===== config.mk =====
export PLATFORM = sky130hd
export DESIGN_NAME = core2axi4l_pipe_flat
export DESIGN_NICKNAME = d
export VERILOG_FILES = /design/src/rtl/core2axi4l_pipe_pkg.sv /design/src/rtl/core2axi4l_pipe_if.sv /design/src/rtl/axi4l_addr_fifo.sv /design/src/rtl/core2axi4l_pipe.sv /design/src/flat_wrapper.sv
export SDC_FILE = /design/constraint.sdc
export NUM_CORES = 1
export LEC_CHECK = 0
export ABC_AREA = 1
export CORE_MARGIN = 4
export CORE_UTILIZATION = 35
export CTS_BUF_LIST = sky130_fd_sc_hd__clkbuf_16
export CTS_CLUSTER_DIAMETER = 30
export CTS_CLUSTER_SIZE = 12
export DETAILED_ROUTE_END_ITERATION = 6
export PLACE_DENSITY_LB_ADDON = 0.08
export SLEW_MARGIN = 20
export SYNTH_ARGS = -nofsm -noshare
export SYNTH_HDL_FRONTEND = slang
export SYNTH_SLANG_ARGS = --single-unit

===== constraint.sdc =====
create_clock -name clk -period 2.45 [get_ports clk]
set_clock_uncertainty 0.05 [all_clocks]
set_input_delay 0.3675 -clock clk [delete_from_list [all_inputs] [get_ports clk]]
set_output_delay 0.3675 -clock clk [all_outputs]
set_load 0.02 [all_outputs]

===== src/rtl/core2axi4l_pipe_pkg.sv =====
// Shared types for the core-to-AXI4-Lite pipelined bridge.
//   resp_t : AXI response encodings
//   prot_t : AxPROT field
//   mode_e : bridge direction mode (IDLE / READ / WRITE)
package axi4l_pkg;

  typedef enum logic [1:0] {
    OKAY   = 2'b00,
    EXOKAY = 2'b01,
    SLVERR = 2'b10,
    DECERR = 2'b11
  } resp_t;

  typedef logic [2:0] prot_t;

  typedef enum logic [1:0] {
    IDLE  = 2'b00,
    READ  = 2'b01,
    WRITE = 2'b10
  } mode_e;

endpackage


===== src/rtl/core2axi4l_pipe_if.sv =====
// Bus bundle for core2axi4l_pipe: core req/gnt/rvalid side, the five
// AXI4-Lite channels and the error-capture sideband.
//   master : bridge view (drives gnt/rvalid and AXI valids/payload)
//   slave  : environment view (core requester plus AXI subordinate)
interface core2axi4l_pipe_if
  import axi4l_pkg::*;
#(
  parameter int AddrWidth = 32,
  parameter int DataWidth = 32
);
  localparam int StrbW = DataWidth / 8;

  // core side
  logic                 core_req;
  logic                 core_gnt;
  logic                 core_we;
  logic [AddrWidth-1:0] core_addr;
  logic [StrbW-1:0]     core_be;
  logic [DataWidth-1:0] core_wdata;
  logic                 core_rvalid;
  logic [DataWidth-1:0] core_rdata;
  logic                 core_err;
  // AXI4-Lite
  logic                 axi_awvalid, axi_awready;
  logic [AddrWidth-1:0] axi_awaddr;
  prot_t                axi_awprot;
  logic                 axi_wvalid, axi_wready;
  logic [DataWidth-1:0] axi_wdata;
  logic [StrbW-1:0]     axi_wstrb;
  logic                 axi_bvalid, axi_bready;
  logic [1:0]           axi_bresp;
  logic                 axi_arvalid, axi_arready;
  logic [AddrWidth-1:0] axi_araddr;
  prot_t                axi_arprot;
  logic                 axi_rvalid, axi_rready;
  logic [DataWidth-1:0] axi_rdata;
  logic [1:0]           axi_rresp;
  // error capture
  logic                 err_valid;
  logic [AddrWidth-1:0] err_addr;
  logic                 err_clr;

  modport master (
    input  core_req, core_we, core_addr, core_be, core_wdata,
    output core_gnt, core_rvalid, core_rdata, core_err,
    output axi_awvalid, axi_awaddr, axi_awprot, input axi_awready,
    output axi_wvalid, axi_wdata, axi_wstrb, input axi_wready,
    input  axi_bvalid, axi_bresp, output axi_bready,
    output axi_arvalid, axi_araddr, axi_arprot, input axi_arready,
    input  axi_rvalid, axi_rdata, axi_rresp, output axi_rready,
    output err_valid, err_addr, input err_clr
  );

  modport slave (
    output core_req, core_we, core_addr, core_be, core_wdata,
    input  core_gnt, core_rvalid, core_rdata, core_err,
    input  axi_awvalid, axi_awaddr, axi_awprot, output axi_awready,
    input  axi_wvalid, axi_wdata, axi_wstrb, output axi_wready,
    output axi_bvalid, axi_bresp, input axi_bready,
    input  axi_arvalid, axi_araddr, axi_arprot, output axi_arready,
    output axi_rvalid, axi_rdata, axi_rresp, input axi_rready,
    input  err_valid, err_addr, output err_clr
  );

endinterface


===== src/rtl/axi4l_addr_fifo.sv =====
// Small synchronous FIFO holding addresses of in-flight transactions.
//   push_i/data_i : write side; a push while full is accepted only
//                   together with a pop
//   pop_i/data_o  : read side; data_o shows the head (first-word fall-through)
//   empty_o/full_o: status
module axi4l_addr_fifo #(
  parameter int Width = 32,
  parameter int Depth = 4
) (
  input  logic             clk,
  input  logic             rst_n,
  input  logic             push_i,
  input  logic [Width-1:0] data_i,
  input  logic             pop_i,
  output logic [Width-1:0] data_o,
  output logic             empty_o,
  output logic             full_o
);
  localparam int PtrW = (Depth > 1) ? $clog2(Depth) : 1;
  localparam int CntW = $clog2(Depth + 1);

  logic [Width-1:0] mem_q [Depth];
  logic [PtrW-1:0]  wptr_q, rptr_q;
  logic [CntW-1:0]  cnt_q;
  logic             do_push, do_pop;

  function automatic logic [PtrW-1:0] ptr_inc(input logic [PtrW-1:0] p);
    return (p == PtrW'(Depth - 1)) ? '0 : p + 1'b1;
  endfunction

  assign empty_o = (cnt_q == '0);
  assign full_o  = (cnt_q == CntW'(Depth));
  assign do_pop  = pop_i & ~empty_o;
  assign do_push = push_i & (~full_o | do_pop);
  assign data_o  = mem_q[rptr_q];

  always_ff @(posedge clk) begin
    if (do_push) mem_q[wptr_q] <= data_i;
  end

  always_ff @(posedge clk or negedge rst_n) begin
    if (!rst_n) begin
      wptr_q <= '0;
      rptr_q <= '0;
      cnt_q  <= '0;
    end else begin
      if (do_push) wptr_q <= ptr_inc(wptr_q);
      if (do_pop)  rptr_q <= ptr_inc(rptr_q);
      case ({do_push, do_pop})
        2'b10:   cnt_q <= cnt_q + 1'b1;
        2'b01:   cnt_q <= cnt_q - 1'b1;
        default: cnt_q <= cnt_q;
      endcase
    end
  end

endmodule


===== src/rtl/core2axi4l_pipe.sv =====
// Pipelined core req/gnt/rvalid -> AXI4-Lite master bridge.
// Up to MaxOutstanding transactions of one direction in flight, responses
// returned to the core in order one cycle after the AXI B/R handshake.
//   clk, rst_n : clock, async active-low reset
//   bus        : core2axi4l_pipe_if.master (core side, AXI channels,
//                err_valid/err_addr/err_clr)
// Optional: define CORE2AXI4L_PIPE_ERRCAP_EN to capture the address of the
// first errored transaction; otherwise err_valid/err_addr are tied to 0.
module core2axi4l_pipe
  import axi4l_pkg::*;
#(
  parameter int    AddrWidth      = 32,
  parameter int    DataWidth      = 32,
  parameter int    MaxOutstanding = 4,
  parameter prot_t AxProt         = 3'b000
) (
  input logic clk,
  input logic rst_n,
  core2axi4l_pipe_if.master bus
);
  localparam int StrbW = DataWidth / 8;
  localparam int CntW  = $clog2(MaxOutstanding + 1);
  localparam logic [CntW-1:0] MaxCnt = CntW'(MaxOutstanding);

  // issue slot
  logic                 slot_vld_q, slot_vld_d;
  logic                 slot_we_q, slot_we_d;
  logic [AddrWidth-1:0] slot_addr_q, slot_addr_d;
  logic [StrbW-1:0]     slot_be_q, slot_be_d;
  logic [DataWidth-1:0] slot_wdata_q, slot_wdata_d;
  logic                 aw_done_q, aw_done_d;
  logic                 w_done_q, w_done_d;
  // bookkeeping
  mode_e                mode_q, mode_d;
  logic [CntW-1:0]      cnt_q, cnt_d;
  // core response
  logic                 rsp_vld_q;
  logic                 rsp_err_q, rsp_err_d;
  logic [DataWidth-1:0] rsp_rdata_q, rsp_rdata_d;

  logic aw_hs, w_hs, ar_hs, slot_done;
  logic b_ok, r_ok, rsp_hs, rsp_err;
  logic cnt_ok, mode_ok, gnt;

  assign bus.axi_awvalid = slot_vld_q & slot_we_q & ~aw_done_q;
  assign bus.axi_wvalid  = slot_vld_q & slot_we_q & ~w_done_q;
  assign bus.axi_arvalid = slot_vld_q & ~slot_we_q;
  assign bus.axi_awaddr  = slot_addr_q;
  assign bus.axi_araddr  = slot_addr_q;
  assign bus.axi_wdata   = slot_wdata_q;
  assign bus.axi_wstrb   = slot_be_q;
  assign bus.axi_awprot  = AxProt;
  assign bus.axi_arprot  = AxProt;
  assign bus.axi_bready  = 1'b1;
  assign bus.axi_rready  = 1'b1;

  assign aw_hs = bus.axi_awvalid & bus.axi_awready;
  assign w_hs  = bus.axi_wvalid & bus.axi_wready;
  assign ar_hs = bus.axi_arvalid & bus.axi_arready;

  // A write slot finishes once both halves are done, whichever came first.
  assign slot_done = slot_vld_q & (slot_we_q ? ((aw_done_q | aw_hs) & (w_done_q | w_hs))
                                             : ar_hs);

  // Only responses matching the current direction and with something in
  // flight are counted; anything else is a stray and is dropped.
  assign b_ok    = bus.axi_bvalid & (mode_q == WRITE) & (cnt_q != '0);
  assign r_ok    = bus.axi_rvalid & (mode_q == READ) & (cnt_q != '0);
  assign rsp_hs  = b_ok | r_ok;
  assign rsp_err = b_ok ? bus.axi_bresp[1] : bus.axi_rresp[1];

  assign cnt_ok = (cnt_q < MaxCnt) | rsp_hs;

  always_comb begin
    mode_ok = 1'b1;
    case (mode_q)
      READ:    mode_ok = ~bus.core_we;
      WRITE:   mode_ok = bus.core_we;
      default: mode_ok = 1'b1;
    endcase
  end

  assign gnt          = bus.core_req & (~slot_vld_q | slot_done) & cnt_ok & mode_ok;
  assign bus.core_gnt = gnt;

  // Mode FSM. cnt_q == 0 implies the slot is empty, since every slot
  // occupant was counted at grant time.
  always_comb begin
    mode_d = mode_q;
    case (mode_q)
      IDLE:        if (gnt) mode_d = bus.core_we ? WRITE : READ;
      READ, WRITE: if ((cnt_q == '0) && !gnt) mode_d = IDLE;
      default:     mode_d = IDLE;
    endcase
  end

  always_comb begin
    slot_vld_d   = slot_vld_q;
    slot_we_d    = slot_we_q;
    slot_addr_d  = slot_addr_q;
    slot_be_d    = slot_be_q;
    slot_wdata_d = slot_wdata_q;
    aw_done_d    = aw_done_q | aw_hs;
    w_done_d     = w_done_q | w_hs;
    if (gnt) begin
      slot_vld_d   = 1'b1;
      slot_we_d    = bus.core_we;
      slot_addr_d  = bus.core_addr;
      slot_be_d    = bus.core_be;
      slot_wdata_d = bus.core_wdata;
      aw_done_d    = 1'b0;
      w_done_d     = 1'b0;
    end else if (slot_done) begin
      slot_vld_d = 1'b0;
      aw_done_d  = 1'b0;
      w_done_d   = 1'b0;
    end
  end

  always_comb begin
    cnt_d = cnt_q;
    case ({gnt, rsp_hs})
      2'b10:   cnt_d = cnt_q + 1'b1;
      2'b01:   cnt_d = cnt_q - 1'b1;
      default: cnt_d = cnt_q;
    endcase
  end

  // core_rdata holds its last value between responses; core_err is a pulse.
  assign rsp_err_d   = rsp_hs & rsp_err;
  assign rsp_rdata_d = rsp_hs ? (r_ok ? bus.axi_rdata : '0) : rsp_rdata_q;

  always_ff @(posedge clk or negedge rst_n) begin
    if (!rst_n) begin
      slot_vld_q   <= 1'b0;
      slot_we_q    <= 1'b0;
      slot_addr_q  <= '0;
      slot_be_q    <= '0;
      slot_wdata_q <= '0;
      aw_done_q    <= 1'b0;
      w_done_q     <= 1'b0;
      mode_q       <= IDLE;
      cnt_q        <= '0;
      rsp_vld_q    <= 1'b0;
      rsp_err_q    <= 1'b0;
      rsp_rdata_q  <= '0;
    end else begin
      slot_vld_q   <= slot_vld_d;
      slot_we_q    <= slot_we_d;
      slot_addr_q  <= slot_addr_d;
      slot_be_q    <= slot_be_d;
      slot_wdata_q <= slot_wdata_d;
      aw_done_q    <= aw_done_d;
      w_done_q     <= w_done_d;
      mode_q       <= mode_d;
      cnt_q        <= cnt_d;
      rsp_vld_q    <= rsp_hs;
      rsp_err_q    <= rsp_err_d;
      rsp_rdata_q  <= rsp_rdata_d;
    end
  end

  assign bus.core_rvalid = rsp_vld_q;
  assign bus.core_err    = rsp_err_q;
  assign bus.core_rdata  = rsp_rdata_q;

`ifdef CORE2AXI4L_PIPE_ERRCAP_EN
  // FIFO order matches response order, so the head is the address of the
  // transaction being answered.
  logic [AddrWidth-1:0] head_addr;
  logic                 fifo_empty, fifo_full;
  logic                 unused_fifo_flags;
  logic                 err_valid_q;
  logic [AddrWidth-1:0] err_addr_q;
  logic                 err_cap;

  axi4l_addr_fifo #(
    .Width (AddrWidth),
    .Depth (MaxOutstanding)
  ) u_addr_fifo (
    .clk     (clk),
    .rst_n   (rst_n),
    .push_i  (gnt),
    .data_i  (bus.core_addr),
    .pop_i   (rsp_hs),
    .data_o  (head_addr),
    .empty_o (fifo_empty),
    .full_o  (fifo_full)
  );

  assign unused_fifo_flags = fifo_empty | fifo_full;

  // A clear arriving with a new error loses to the new capture.
  assign err_cap = rsp_hs & rsp_err & (~err_valid_q | bus.err_clr);

  always_ff @(posedge clk or negedge rst_n) begin
    if (!rst_n) begin
      err_valid_q <= 1'b0;
      err_addr_q  <= '0;
    end else if (err_cap) begin
      err_valid_q <= 1'b1;
      err_addr_q  <= head_addr;
    end else if (bus.err_clr) begin
      err_valid_q <= 1'b0;
    end
  end

  assign bus.err_valid = err_valid_q;
  assign bus.err_addr  = err_addr_q;
`else
  logic unused_err_clr;
  assign unused_err_clr = bus.err_clr;
  assign bus.err_valid  = 1'b0;
  assign bus.err_addr   = '0;
`endif

endmodule


===== src/flat_wrapper.sv =====
// flat-port wrapper written by rule: the top's interface ports become plain ports
module core2axi4l_pipe_flat import axi4l_pkg::*;
#(
  parameter int    AddrWidth      = 32,
  parameter int    DataWidth      = 32,
  parameter int    MaxOutstanding = 4,
  parameter prot_t AxProt         = 3'b000
)
  (clk, rst_n, bus_core_req, bus_core_we, bus_core_addr, bus_core_be, bus_core_wdata, bus_core_gnt, bus_core_rvalid, bus_core_rdata, bus_core_err, bus_axi_awvalid, bus_axi_awaddr, bus_axi_awprot, bus_axi_awready, bus_axi_wvalid, bus_axi_wdata, bus_axi_wstrb, bus_axi_wready, bus_axi_bvalid, bus_axi_bresp, bus_axi_bready, bus_axi_arvalid, bus_axi_araddr, bus_axi_arprot, bus_axi_arready, bus_axi_rvalid, bus_axi_rdata, bus_axi_rresp, bus_axi_rready, bus_err_valid, bus_err_addr, bus_err_clr);
  core2axi4l_pipe_if #(.AddrWidth(AddrWidth), .DataWidth(DataWidth)) bus_i ();
  input logic clk;
  input logic rst_n;
  input wire logic [$bits(bus_i.core_req)-1:0] bus_core_req;
  input wire logic [$bits(bus_i.core_we)-1:0] bus_core_we;
  input wire logic [$bits(bus_i.core_addr)-1:0] bus_core_addr;
  input wire logic [$bits(bus_i.core_be)-1:0] bus_core_be;
  input wire logic [$bits(bus_i.core_wdata)-1:0] bus_core_wdata;
  output wire logic [$bits(bus_i.core_gnt)-1:0] bus_core_gnt;
  output wire logic [$bits(bus_i.core_rvalid)-1:0] bus_core_rvalid;
  output wire logic [$bits(bus_i.core_rdata)-1:0] bus_core_rdata;
  output wire logic [$bits(bus_i.core_err)-1:0] bus_core_err;
  output wire logic [$bits(bus_i.axi_awvalid)-1:0] bus_axi_awvalid;
  output wire logic [$bits(bus_i.axi_awaddr)-1:0] bus_axi_awaddr;
  output wire logic [$bits(bus_i.axi_awprot)-1:0] bus_axi_awprot;
  input wire logic [$bits(bus_i.axi_awready)-1:0] bus_axi_awready;
  output wire logic [$bits(bus_i.axi_wvalid)-1:0] bus_axi_wvalid;
  output wire logic [$bits(bus_i.axi_wdata)-1:0] bus_axi_wdata;
  output wire logic [$bits(bus_i.axi_wstrb)-1:0] bus_axi_wstrb;
  input wire logic [$bits(bus_i.axi_wready)-1:0] bus_axi_wready;
  input wire logic [$bits(bus_i.axi_bvalid)-1:0] bus_axi_bvalid;
  input wire logic [$bits(bus_i.axi_bresp)-1:0] bus_axi_bresp;
  output wire logic [$bits(bus_i.axi_bready)-1:0] bus_axi_bready;
  output wire logic [$bits(bus_i.axi_arvalid)-1:0] bus_axi_arvalid;
  output wire logic [$bits(bus_i.axi_araddr)-1:0] bus_axi_araddr;
  output wire logic [$bits(bus_i.axi_arprot)-1:0] bus_axi_arprot;
  input wire logic [$bits(bus_i.axi_arready)-1:0] bus_axi_arready;
  input wire logic [$bits(bus_i.axi_rvalid)-1:0] bus_axi_rvalid;
  input wire logic [$bits(bus_i.axi_rdata)-1:0] bus_axi_rdata;
  input wire logic [$bits(bus_i.axi_rresp)-1:0] bus_axi_rresp;
  output wire logic [$bits(bus_i.axi_rready)-1:0] bus_axi_rready;
  output wire logic [$bits(bus_i.err_valid)-1:0] bus_err_valid;
  output wire logic [$bits(bus_i.err_addr)-1:0] bus_err_addr;
  input wire logic [$bits(bus_i.err_clr)-1:0] bus_err_clr;
  assign bus_i.core_req = bus_core_req;
  assign bus_i.core_we = bus_core_we;
  assign bus_i.core_addr = bus_core_addr;
  assign bus_i.core_be = bus_core_be;
  assign bus_i.core_wdata = bus_core_wdata;
  assign bus_core_gnt = bus_i.core_gnt;
  assign bus_core_rvalid = bus_i.core_rvalid;
  assign bus_core_rdata = bus_i.core_rdata;
  assign bus_core_err = bus_i.core_err;
  assign bus_axi_awvalid = bus_i.axi_awvalid;
  assign bus_axi_awaddr = bus_i.axi_awaddr;
  assign bus_axi_awprot = bus_i.axi_awprot;
  assign bus_i.axi_awready = bus_axi_awready;
  assign bus_axi_wvalid = bus_i.axi_wvalid;
  assign bus_axi_wdata = bus_i.axi_wdata;
  assign bus_axi_wstrb = bus_i.axi_wstrb;
  assign bus_i.axi_wready = bus_axi_wready;
  assign bus_i.axi_bvalid = bus_axi_bvalid;
  assign bus_i.axi_bresp = bus_axi_bresp;
  assign bus_axi_bready = bus_i.axi_bready;
  assign bus_axi_arvalid = bus_i.axi_arvalid;
  assign bus_axi_araddr = bus_i.axi_araddr;
  assign bus_axi_arprot = bus_i.axi_arprot;
  assign bus_i.axi_arready = bus_axi_arready;
  assign bus_i.axi_rvalid = bus_axi_rvalid;
  assign bus_i.axi_rdata = bus_axi_rdata;
  assign bus_i.axi_rresp = bus_axi_rresp;
  assign bus_axi_rready = bus_i.axi_rready;
  assign bus_err_valid = bus_i.err_valid;
  assign bus_err_addr = bus_i.err_addr;
  assign bus_i.err_clr = bus_err_clr;
  core2axi4l_pipe #(.AddrWidth(AddrWidth), .DataWidth(DataWidth), .MaxOutstanding(MaxOutstanding), .AxProt(AxProt)) u_core (.clk(clk), .rst_n(rst_n), .bus(bus_i));
endmodule

* After elaboration in Yosys (flattened, before gate mapping)
Cells that the tools add are included.
** Storage, ports and cells
- Input port bits :: 114
- Bits in registers :: 111
- Logic and storage cells :: 72
- Output and inout port bits :: 179
** Operators by class
- Reduce and logical (&&, ||, !) cells :: 9
- Equality and inequality tests :: 6
- Order comparisons :: 1
- Multiplexer cells :: 15
- Bitwise operators :: 27
- Add/subtract/negate cells :: 2
** Operators by type and width (count)
- 2-to-1 mux 32 bit :: 1
- bitwise AND 1 bit :: 17
- 2-to-1 mux 1 bit :: 8
- 2-to-1 mux 2 bit :: 3
- case mux 3 bit (2 select lines) :: 1
- NOT 1 bit :: 5
- OR 1 bit :: 5
- == test 2 x 1 -> 1 bit (second input constant) :: 2
- == test 2 bit (second input constant) :: 2
- inequality test 2 x 1 -> 1 bit (second input constant) :: 2
- case mux 2 bit (2 select lines) :: 1
- nonzero test 2 bit :: 2
- adder 3 x 1 -> 3 bit (second input constant) :: 1
- logical NOT 3 bit :: 1
- less-than comparator 3 bit (second input constant) :: 1
- nonzero test 3 bit :: 1
- subtractor 3 x 1 -> 3 bit (second input constant) :: 1
- logical NOT 2 bit :: 1
- case mux 1 bit (2 select lines) :: 1
- AND reduction 2 bit :: 1
- OR reduction 2 bit :: 1
- logical AND 1 bit :: 1
- logical NOT 1 bit :: 1

* Depth between registers and ports, before layout
Gate-level depths: netlist (run 1).
- Depth in word-level cells :: 15
- Gate-level depth with buffers :: 14
- Mapped depth without buffers :: 13

* Worst setup path before layout (run 1)
OpenSTA, ideal clock, no wires.
- Path kind :: register -> register
- Start :: register u_core.mode_q[1]
- End :: register u_core.cnt_q[2]
- Path buffers :: 1
- Clock period less this slack :: 2477 ps
- Setup slack :: -27 ps
- Arrival :: 2296 ps
- Setup time :: 131 ps
- Stages on the path, launching flop included :: 15
- Cells stage by stage :: dfrtp_1 > inv_1 > ha_1 > nand2_1 > clkinv_1 > nand2_2 > nand3_2 > nand3_2 > buf_2 > ha_1 > inv_1 > fa_1 > a21oi_1 > o21ai_0 > xor2_1
** Between the ends
- Word-level cells in the longest chain between the ends :: 9
- Elaborated cells on any way between the ends :: 15
- Those cells by class :: eq/ne (4); mux (2); bitwise (8); reduce/logical (1)
** RTL lines
- start: declaration :: line core2axi4l_pipe.sv:34 : mode_e mode_q, mode_d;
- start signal: assignment :: line core2axi4l_pipe.sv:155 : mode_q <= mode_d;
- == test 2 bit / == test 2 x 1 -> 1 bit (equally long branches) :: line core2axi4l_pipe.sv:67, core2axi4l_pipe.sv:76, core2axi4l_pipe.sv:68
- bitwise AND 1 bit, on equally long branches (2 in series) :: line core2axi4l_pipe.sv:67, core2axi4l_pipe.sv:68
- OR 1 bit :: line core2axi4l_pipe.sv:69 : assign rsp_hs = b_ok | r_ok;
- OR 1 bit :: line core2axi4l_pipe.sv:72 : assign cnt_ok = (cnt_q < MaxCnt) | rsp_hs;
- bitwise AND 1 bit (2 in series) :: line core2axi4l_pipe.sv:83 : assign gnt = bus.core_req & (~slot_vld_q | slot_done) & cnt_ok & mode_ok;
- == test 2 x 1 -> 1 bit / == test 2 bit (equally long branches) :: line core2axi4l_pipe.sv:122 : case ({gnt, rsp_hs})
- case mux 3 bit (2 select lines) / nonzero test 2 bit (equally long branches)
- end signal: assignment :: line core2axi4l_pipe.sv:156 : cnt_q <= cnt_d;
- end: declaration :: line core2axi4l_pipe.sv:35 : logic [CntW-1:0] cnt_q, cnt_d;
Several ways; a longest one is shown, not always the timed one.
A chain may end at the register's enable or synchronous reset.

* Worst setup path in the final report (run 1)
- Start :: register u_core.mode_q[0]
- End :: output port bus_core_gnt
** Between the ends
- Word-level cells in the longest chain between the ends :: 7
- Elaborated cells on any way between the ends :: 11
- Those cells by class :: eq/ne (2); mux (1); bitwise (8)
** RTL lines
- == test 2 bit / == test 2 x 1 -> 1 bit (equally long branches) :: line core2axi4l_pipe.sv:67, core2axi4l_pipe.sv:76, core2axi4l_pipe.sv:68
- bitwise AND 1 bit, on equally long branches (2 in series) :: line core2axi4l_pipe.sv:67, core2axi4l_pipe.sv:68
- OR 1 bit :: line core2axi4l_pipe.sv:69
- OR 1 bit :: line core2axi4l_pipe.sv:72
- bitwise AND 1 bit :: line core2axi4l_pipe.sv:83
- bitwise AND 1 bit (*) :: line core2axi4l_pipe.sv:83
- end: declaration :: line flat_wrapper.sv:18 : output wire logic [$bits(bus_i.core_gnt)-1:0] bus_core_gnt;
Mark *: on every way between the ends. The rest lies on a longest branch, timed or not.

==> results of run 1 <==
==> metrics by stage <==
stage,setup slack [ns],setup TNS (ns),std cells,util,total power (W)
floorplan,0.0122,0,625,-,0.00644
global placement,-0.119,-0.197,968,0.524,0.00877
detailed placement,-0.165,-0.300,968,0.524,0.00886
CTS,0.0197,0,985,0.544,0.0102
global route,-0.0206,-0.0206,985,0.545,0.0108
finish,0.102,0,985,0.545,0.0101
==> Yosys cell counts <==
master | instances | area share
buf_6 | 1 | 0.0022
o21ai_0 | 4 | 0.0040
nor2_1 | 5 | 0.0037
clkinv_1 | 1 | 0.00074
nand2_2 | 3 | 0.0037
nand3_4 | 1 | 0.0035
clkbuf_1 | 9 | 0.0067
nand3_1 | 69 | 0.068
buf_2 | 13 | 0.013
nor2_4 | 1 | 0.0022
a21oi_1 | 4 | 0.0040
buf_1 | 3 | 0.0022
xor2_1 | 1 | 0.0017
inv_2 | 3 | 0.0022
a31oi_1 | 1 | 0.0012
dfrtp_1 | 111 | 0.55
nand3_2 | 2 | 0.0040
xnor2_1 | 1 | 0.0017
buf_4 | 73 | 0.11
fa_1 | 1 | 0.0040
conb_1 | 2 | 0.0015
inv_1 | 13 | 0.0096
nand2_1 | 260 | 0.19
ha_1 | 4 | 0.0099
==> state kept, by name, summed over array words and instances, names as in the netlist <==
register	cells
u_core.bus.axi_wdata	32
u_core.bus.axi_araddr	32
u_core.bus.core_rvalid	1
u_core.bus.axi_wstrb	4
u_core.mode_q	2
u_core.bus.core_err	1
u_core.slot_vld_q	1
u_core.bus.core_rdata	32
u_core.w_done_q	1
u_core.slot_we_q	1
u_core.cnt_q	3
u_core.aw_done_q	1
==> repair_timing <==
item,in CTS,in global routing
hold buffers,1,0
pin swaps,0,0
resized for setup,1,4
hold endpoints to repair,35,0
endpoints found under the setup margin,1,3
==> path summary, 6_finish.rpt <==
kind,end,cells past startpoint
setup / recovery,bus_core_gnt,6
max in group asynchronous,u_core.bus.core_rdata[15],3
hold reg to reg,u_core.bus.axi_wdata[11],2
min in group asynchronous,u_core.bus.core_rdata[10],2
hold / removal,u_core.bus.axi_wdata[11],2
setup reg to reg,u_core.cnt_q[2],13
==> final cells by class <==
class / count / area (um2) / area share
multi-input combinational: 398 / 1700 / 0.223
clock inverter: 7 / 41.3 / 0.00540
sequential: 111 / 2780 / 0.363
timing repair buffer: 263 / 2610 / 0.342
inverter: 17 / 63.8 / 0.00835
clock buffer: 9 / 225 / 0.0295
tap: 180 / 225 / 0.0295
==> report_power, final <==
group          leakage, nW  internal (W)  total [W]  switching [W]
logic                 2.23       0.00251    0.00556        0.00305
registers             1.40       0.00268    0.00320       0.000520
clock network        0.128      0.000680    0.00132       0.000640
==> metal layers <==
layer	wire length [um]	GRT usage	up-vias
met5	0	0	-
met4	317	0.0662	0
met3	1490	0.0608	21
met2	6740	0.282	182
met1	5600	0.205	1969
li1	-	-	2131
==> worst min-delay path: cells and delay by family, from the launching register on <==
kind	cells	cell delay, ns
flops	1	0.34
simple gates	2	0.10
==> cell families (layout without fill, tap and decap cells) <==
kind of cell / after synthesis / count (layout)
DFF: 111 / 111
xor gates and xnor gates: 2 / 2
other: 2 / 41
and+or+nand+nor: 341 / 341
adders and majority gates: 5 / 5
buffers and inverters: 116 / 296
AOI/OAI and AO/OA: 9 / 9
==> impl_metrics.ini, run 1 <==
[place]
port_buffers = 248
dp_hpwl_um = 10500
gp_congestion = 0.799
placed_area_um2 = 7360

[routing]
drtPass1Iterations = 4
postRouteAntennaNets = 0
viasPerCell = 4.37
drtIter0Drc = 161
drc_errors = 0
wire_per_inst_um = 14.4
wl_um = 14100
vias = 4303

[setup_path]
max_stage_delay_ns = 0.37
path_class = flop to primary output
crit_buf_inv = 2
crit_chain = inv_1, ha_1, a31oi_2, nand2_2, nor2_4, clkdlybuf4s15_1
end_kind = primary output
start_kind = flop
slowest_stage = dfrtp_1
cp-startpoint = u_core.mode_q[0]
r2r_start = u_core.mode_q[1]
ff2ff_setup_slack_ns = 0.22
arrival_ns = 1.93
cp_max_fo = 3
cp.required_ns = 2.03
cp_top_family = buffers and inverters

[clocking]
cts_made_buffers = 9
cts_max_level = 3
clock-sinks = 111
ctsLongestPathBuffers = 2
clk_latency_ns = 0.34
root_buffer = clkbuf_16
clkTransAtPathRegs_ns = 0.07
cts_tree = yes
cts_setup_buffers = 0

[timing]
tightest_slew_ns = 0.508
fin_hold_ws_ns = 0.430
timing.fmax_mhz = 426
maxSlewHeadroom = 0.661
finalMaxSlewViolations = 0
finalCritPeriodShare = 0.958
period_minus_slack_ns = 2.35
finalHoldViolCount = 0
setup_violations = 0

[pwr]
vdd_drop_max_uv = 480
leakage_nw = 3.76
power_density_nw_per_um2 = 1320

[synthesis]
ys_seq_elements = 111
synthCells = 586
avgSynthCellArea_um2 = 8.63
ys_seq_area_frac = 0.549
synthAdderAreaFrac = 0.0138
synth.cell_area_um2 = 5060
synth_xor_area_frac = 0.00346
synthSimpleGateAreaFrac = 0.278
synth_compound_area_frac = 0.00915
synthDistinctLibCells = 24
synthMuxAreaShare = 0
yosys_warnings = 0
synth_top_family_by_area = simple AND/OR/NAND/NOR gates

[grt]
grt_pass1_vias = 4355
grtUsageTotal = 0.171
antenna_found_initial = 0
grt_max_degree = 70
grt_overflow_total = 0
grt_pass1_wl_um = 22200

[layout]
fillers = 1270
antenna_cells = 0
design_area_um2 = 7650
fin_nets = 919
final_common_cell = nand2_1
area.growth.synth_to_final_pct = 51.1
drive_above_1_share = 0.0509
layout_common_cells = 260 x nand2_1, 246 x clkdlybuf4s50_1, 111 x dfrtp_1

[die]
coreArea_um2 = 14000
io_pins = 293
core.rowCount = 43
dieHeight_um = 128
die_w_um = 128
dieArea_um2 = 16400
initial_core_util = 0.360

[worst_hold_path]
hold_path_class = flop to flop
hold_path_startpoint = u_core.bus.axi_wdata[11]

[run]
max_cap_viol_count = 0

[run_status]
status = completed
(Power assumes the default switching activity.)
==> run 2: changes to the inputs <==
- GPL_ROUTABILITY_DRIVEN: default -> 0
==> results of run 2 <==
Final layout, timing and power as in run 1 (identical DEF).
==> RTL edit 1 (flow settings as in run 2) <==
`MaxOutstanding` is set to 4 in 2 places; all go to 8.
--- a/src/rtl/core2axi4l_pipe.sv
+++ b/src/rtl/core2axi4l_pipe.sv
@@ -11,7 +11,7 @@
 #(
   parameter int    AddrWidth      = 32,
   parameter int    DataWidth      = 32,
-  parameter int    MaxOutstanding = 4,
+  parameter int    MaxOutstanding = 8,
   parameter prot_t AxProt         = 3'b000
 ) (
   input logic clk,
--- a/src/flat_wrapper.sv
+++ b/src/flat_wrapper.sv
@@ -3,7 +3,7 @@
 #(
   parameter int    AddrWidth      = 32,
   parameter int    DataWidth      = 32,
-  parameter int    MaxOutstanding = 4,
+  parameter int    MaxOutstanding = 8,
   parameter prot_t AxProt         = 3'b000
 )
   (clk, rst_n, bus_core_req, bus_core_we, bus_core_addr, bus_core_be, bus_core_wdata, bus_core_gnt, bus_core_rvalid, bus_core_rdata, bus_core_err, bus_axi_awvalid, bus_axi_awaddr, bus_axi_awprot, bus_axi_awready, bus_axi_wvalid, bus_axi_wdata, bus_axi_wstrb, bus_axi_wready, bus_axi_bvalid, bus_axi_bresp, bus_axi_bready, bus_axi_arvalid, bus_axi_araddr, bus_axi_arprot, bus_axi_arready, bus_axi_rvalid, bus_axi_rdata, bus_axi_rresp, bus_axi_rready, bus_err_valid, bus_err_addr, bus_err_clr);
Behaviour: not the same (a bounded check fails within 10 cycles, from zero or initial values and one cycle with rst_n low).
==> RTL edit 1 against run 2 <==
- area after synthesis down 0.96%
- wire length up 1.3%
- largest power group unchanged
- critical path type unchanged
- power up 5.4%
- worst hold slack better by 1.3 ps
- cell area up 1.1%
- sequential cell count up 1
- largest cell class unchanged
- global-route usage down 0.38 points
- setup slack worse by 10 ps
==> RTL edit 1: results (changes against run 2) <==
outcome complete, no violations (unchanged); placed instance count 922 (was 968); synthesized-area fraction occupied by adder cells 0.0150 (was 0.0138); Placement Setup Slack -116 ps (was -165 ps); half-perimeter wire length after placement 10600 µm (was 10500 µm); largest delay contributor family on the critical path buffers and inverters (unchanged); commonest register cell after synthesis sky130_fd_sc_hd__dfrtp_1 (unchanged); share of the clock period used by the worst path after layout 0.963 (was 0.958); largest net degree at the start of global routing 44 (was 70); placed standard-cell area 7370 µm² (was 7360 µm²); portion of netlist area occupied by mux cells 0.00225 (was 0); Register-to-Register Setup Slack 100 ps (was 220 ps); number of vias after detailed routing 4253 (was 4303); total global-route track usage 0.167 (was 0.171); layout filler cell count 1226 (was 1270); number of detailed-routing iterations run before antenna repair 5 (was 4); CTS clock-pin slew for the worst setup and hold paths 70 ps (about the same); sequential area share after synthesis 0.559 (was 0.549); leakage power total 3.67 nW (was 3.76 nW); Synth Area in Compound Gates 0.0769 (was 0.00915); post-synthesis xor/xnor area fraction 0.00699 (was 0.00346); met2 routing resource usage after global routing 0.283 (was 0.282); count of buffers from port buffering 248 (unchanged); routed length per placed instance 15.3 µm (was 14.4 µm); Worst Hold Path Cells 2 (unchanged); leading cell types by total area after synthesis sky130_fd_sc_hd__dfrtp_1, sky130_fd_sc_hd__nand2_1, sky130_fd_sc_hd__buf_4, sky130_fd_sc_hd__a32o_1, sky130_fd_sc_hd__ha_1 (was sky130_fd_sc_hd__dfrtp_1, sky130_fd_sc_hd__nand2_1, sky130_fd_sc_hd__buf_4, sky130_fd_sc_hd__nand3_1, sky130_fd_sc_hd__buf_2); Hold EP u_core.bus.axi_wdata[19] (was u_core.bus.axi_wdata[11]); Worst R2R End u_core.cnt_q[1] (was u_core.cnt_q[2]); Worst Min Path Start u_core.bus.axi_wdata[19] (was u_core.bus.axi_wdata[11]); number of unique standard cell types used by synthesis 26 (was 24); setup TNS 0 ps (unchanged); violation count after the first detailed-route iteration 184 (was 161); total setup violations reported at the end of the flow 0 (unchanged); worst IR drop on VDD 0.000632 V (was 0.000480 V); Worst Path Arrival 1940 ps; met3 capacity usage during global routing 0.0613 (was 0.0608); metal2 WL 6990 µm (was 6740 µm); met1 Usage GRT 0.195 (was 0.205); length of routed wiring on met1 5640 µm (was 5600 µm); Crit path largest cell delay 390 ps (was 370 ps); number of nets in the layout 874 (was 919); class of the tightest hold or removal check reg2reg (unchanged); first-pass GRT wire length 21900 µm (was 22200 µm); slowest CP cell sky130_fd_sc_hd__dfrtp_1 (unchanged); met3 routed wirelength 1380 µm (was 1490 µm); number of cells in the finished layout apart from fillers 939 (was 985); maximum buffer depth of the clock tree 2 (unchanged); share of final-layout standard cells stronger than drive strength 1 0.0672 (was 0.0509); worst hold slack 431 ps (was 430 ps); most instantiated cells after synthesis sky130_fd_sc_hd__nand2_1, sky130_fd_sc_hd__dfrtp_1, sky130_fd_sc_hd__buf_4 (unchanged); origin of the worst setup path u_core.mode_q[0] (unchanged); average cell area after synthesis 9.45 µm² (was 8.63 µm²); worst r2r path cells 11 (was 13); clk_lat worst skew 340 ps (about the same)
## RTL edit 1: where the power goes
group	switching, mW	internal [mW]	leakage [nW]
registers	0.578	2.71	1.41
clock network	0.641	0.775	0.141
logic	3.17	2.75	2.12
total	4.39	6.23	3.67
## RTL edit 1: layout make-up
| class | instances | area [µm²] | share of cell area |
|---|---|---|---|
| flip-flops and latches | 112 | 2800 | 0.363 |
| multi-input cells | 346 | 1690 | 0.219 |
| inverters | 15 | 56.3 | 0.00729 |
| clock buffers | 9 | 225 | 0.0291 |
| repair buffers | 270 | 2670 | 0.346 |
| clock inverters | 7 | 53.8 | 0.00696 |
| well taps | 180 | 225 | 0.0291 |
## RTL edit 1: what timing repair did
| item | 4_1_cts | 5_1_grt |
|---|---|---|
| hold buffers | 1 | 0 |
| hold endpoints to repair | 31 | 0 |
| resized for setup | 3 | 14 |
| pin swaps | 0 | 2 |
| buffers inserted | 0 | 0 |
| setup endpoints to repair | 1 | 5 |
==> RTL edit 2 (config.mk and constraints of run 2) <==
Made on the original files. Encoding of `mode_e`: now one-hot (3 bits for 3 values).
--- a/src/rtl/core2axi4l_pipe_pkg.sv
+++ b/src/rtl/core2axi4l_pipe_pkg.sv
@@ -13,10 +13,10 @@
 
   typedef logic [2:0] prot_t;
 
-  typedef enum logic [1:0] {
-    IDLE  = 2'b00,
-    READ  = 2'b01,
-    WRITE = 2'b10
+  typedef enum logic [2:0] {
+    IDLE  = 3'b001,
+    READ  = 3'b010,
+    WRITE = 3'b100
   } mode_e;
 
 endpackage
Function: same outputs for any inputs over 10 cycles, from zero or initial values and one cycle with rst_n low; not proved beyond that.
==> RTL edit 2 against run 2 <==
- setup slack improved by 73 ps
- power increased by 2.2%
- wire length decreased by 1.4%
- sequential cell count increased by 1
- critical path depth increased by 2
- area after synthesis increased by 0.27%
- cell area increased by 0.95%
- critical endpoint unchanged
- utilization increased by 0.52 points
- die area increased by 0.26%
==> RTL edit 2: results (changes against run 2) <==
via count of the first global-routing pass 4250 (was 4355); origin of the critical flop-to-flop path u_core.mode_q[2] (was u_core.mode_q[1]); number of vias after detailed routing 4279 (was 4303); sequential area share after synthesis 0.553 (was 0.549); share of final-layout standard cells stronger than drive strength 1 0.0508 (was 0.0509); total global-route track usage 0.166 (was 0.171); most instantiated cells after synthesis sky130_fd_sc_hd__nand2_1, sky130_fd_sc_hd__dfrtp_1, sky130_fd_sc_hd__buf_4 (unchanged); Crit path largest cell delay 430 ps (was 370 ps); Synth Area in Compound Gates 0.0419 (was 0.00915); total routed wirelength 13900 µm (was 14100 µm); worst r2r path cells 12 (was 13); synthesized instance count 588 (was 586); Worst Path Arrival 1860 ps (was 1930 ps); largest delay contributor family on the critical path simple AND/OR/NAND/NOR gates (was buffers and inverters); headroom to the max-slew limit 0.519 (was 0.661); met3 capacity usage during global routing 0.0573 (was 0.0608); leading cell types by total area after synthesis sky130_fd_sc_hd__dfrtp_1, sky130_fd_sc_hd__nand2_1, sky130_fd_sc_hd__buf_4, sky130_fd_sc_hd__nand3_1, sky130_fd_sc_hd__o21ai_0 (was sky130_fd_sc_hd__dfrtp_1, sky130_fd_sc_hd__nand2_1, sky130_fd_sc_hd__buf_4, sky130_fd_sc_hd__nand3_1, sky130_fd_sc_hd__buf_2); met2 routing resource usage after global routing 0.272 (was 0.282); number of nets in the layout 918 (was 919); half-perimeter wire length after placement 10400 µm (was 10500 µm); outcome complete, no violations (unchanged); Worst Min Path Start u_core.bus.axi_wdata[28] (was u_core.bus.axi_wdata[11]); first-pass GRT wire length 21900 µm (was 22200 µm); met1 Usage GRT 0.202 (was 0.205); Max Fanout on Critical Path 5 (was 3); Hold EP u_core.bus.axi_wdata[28] (was u_core.bus.axi_wdata[11]); placed instance count 970 (was 968); leakage power total 3.81 nW (was 3.76 nW)
-- RTL edit 2: cell count changes after synthesis, moves of 3 or more --
cell	before	now
sky130_fd_sc_hd__nand2_1	260	224
sky130_fd_sc_hd__inv_1	13	46
sky130_fd_sc_hd__o21ai_0	4	36
sky130_fd_sc_hd__nand3_1	69	41
sky130_fd_sc_hd__buf_2	13	18
sky130_fd_sc_hd__clkbuf_1	9	4
sky130_fd_sc_hd__ha_1	4	1
-- RTL edit 2: layout make-up --
type                    count  area (µm²)
fillers                  1263        6320
flip-flops and latches    112        2800
repair buffers            262        2610
multi-input cells         368        1570
clock buffers               9         225
well taps                 180         225
inverters                  49         184
clock inverters             7        96.3
-- RTL edit 2: stage by stage --
stage	utilization	cell area (µm²)	worst slack [ps]
floorplan	-	5220	93.1
detailed placement	0.526	7390	-108
global route	0.550	7720	-20.0
global placement	0.526	7390	-83.7
CTS	0.549	7720	82.9
finish	0.550	7720	175
-- RTL edit 2: where the power goes --
part / switching [mW] / leakage [nW] / internal [mW]
Clock: 0.678 / 0.149 / 0.897
Sequential: 0.566 / 1.41 / 2.72
Combinational: 2.94 / 2.24 / 2.50
-- RTL edit 2: what timing repair did --
item	4_1_cts	5_1_grt
hold endpoints to repair	40	0
buffers inserted	0	0
gates resized for setup	1	1
hold buffers	1	0
endpoints found under the setup margin	1	3
-- RTL edit 2: routing by layer --
| layer | share of wire | vias to the layer above |
|---|---|---|
| li1 | - | 2114 |
| met1 | 0.40 | 1964 |
| met2 | 0.48 | 178 |
| met3 | 0.095 | 23 |
| met4 | 0.025 | 0 |
| met5 | 0 | - |
-- RTL edit 2: tightest hold or removal path: cells and delay by family, from the launching register on --
| kind | cells | cell delay, ps |
|---|---|---|
| and+or+nand+nor | 2 | 110 |
| DFF | 1 | 340 |
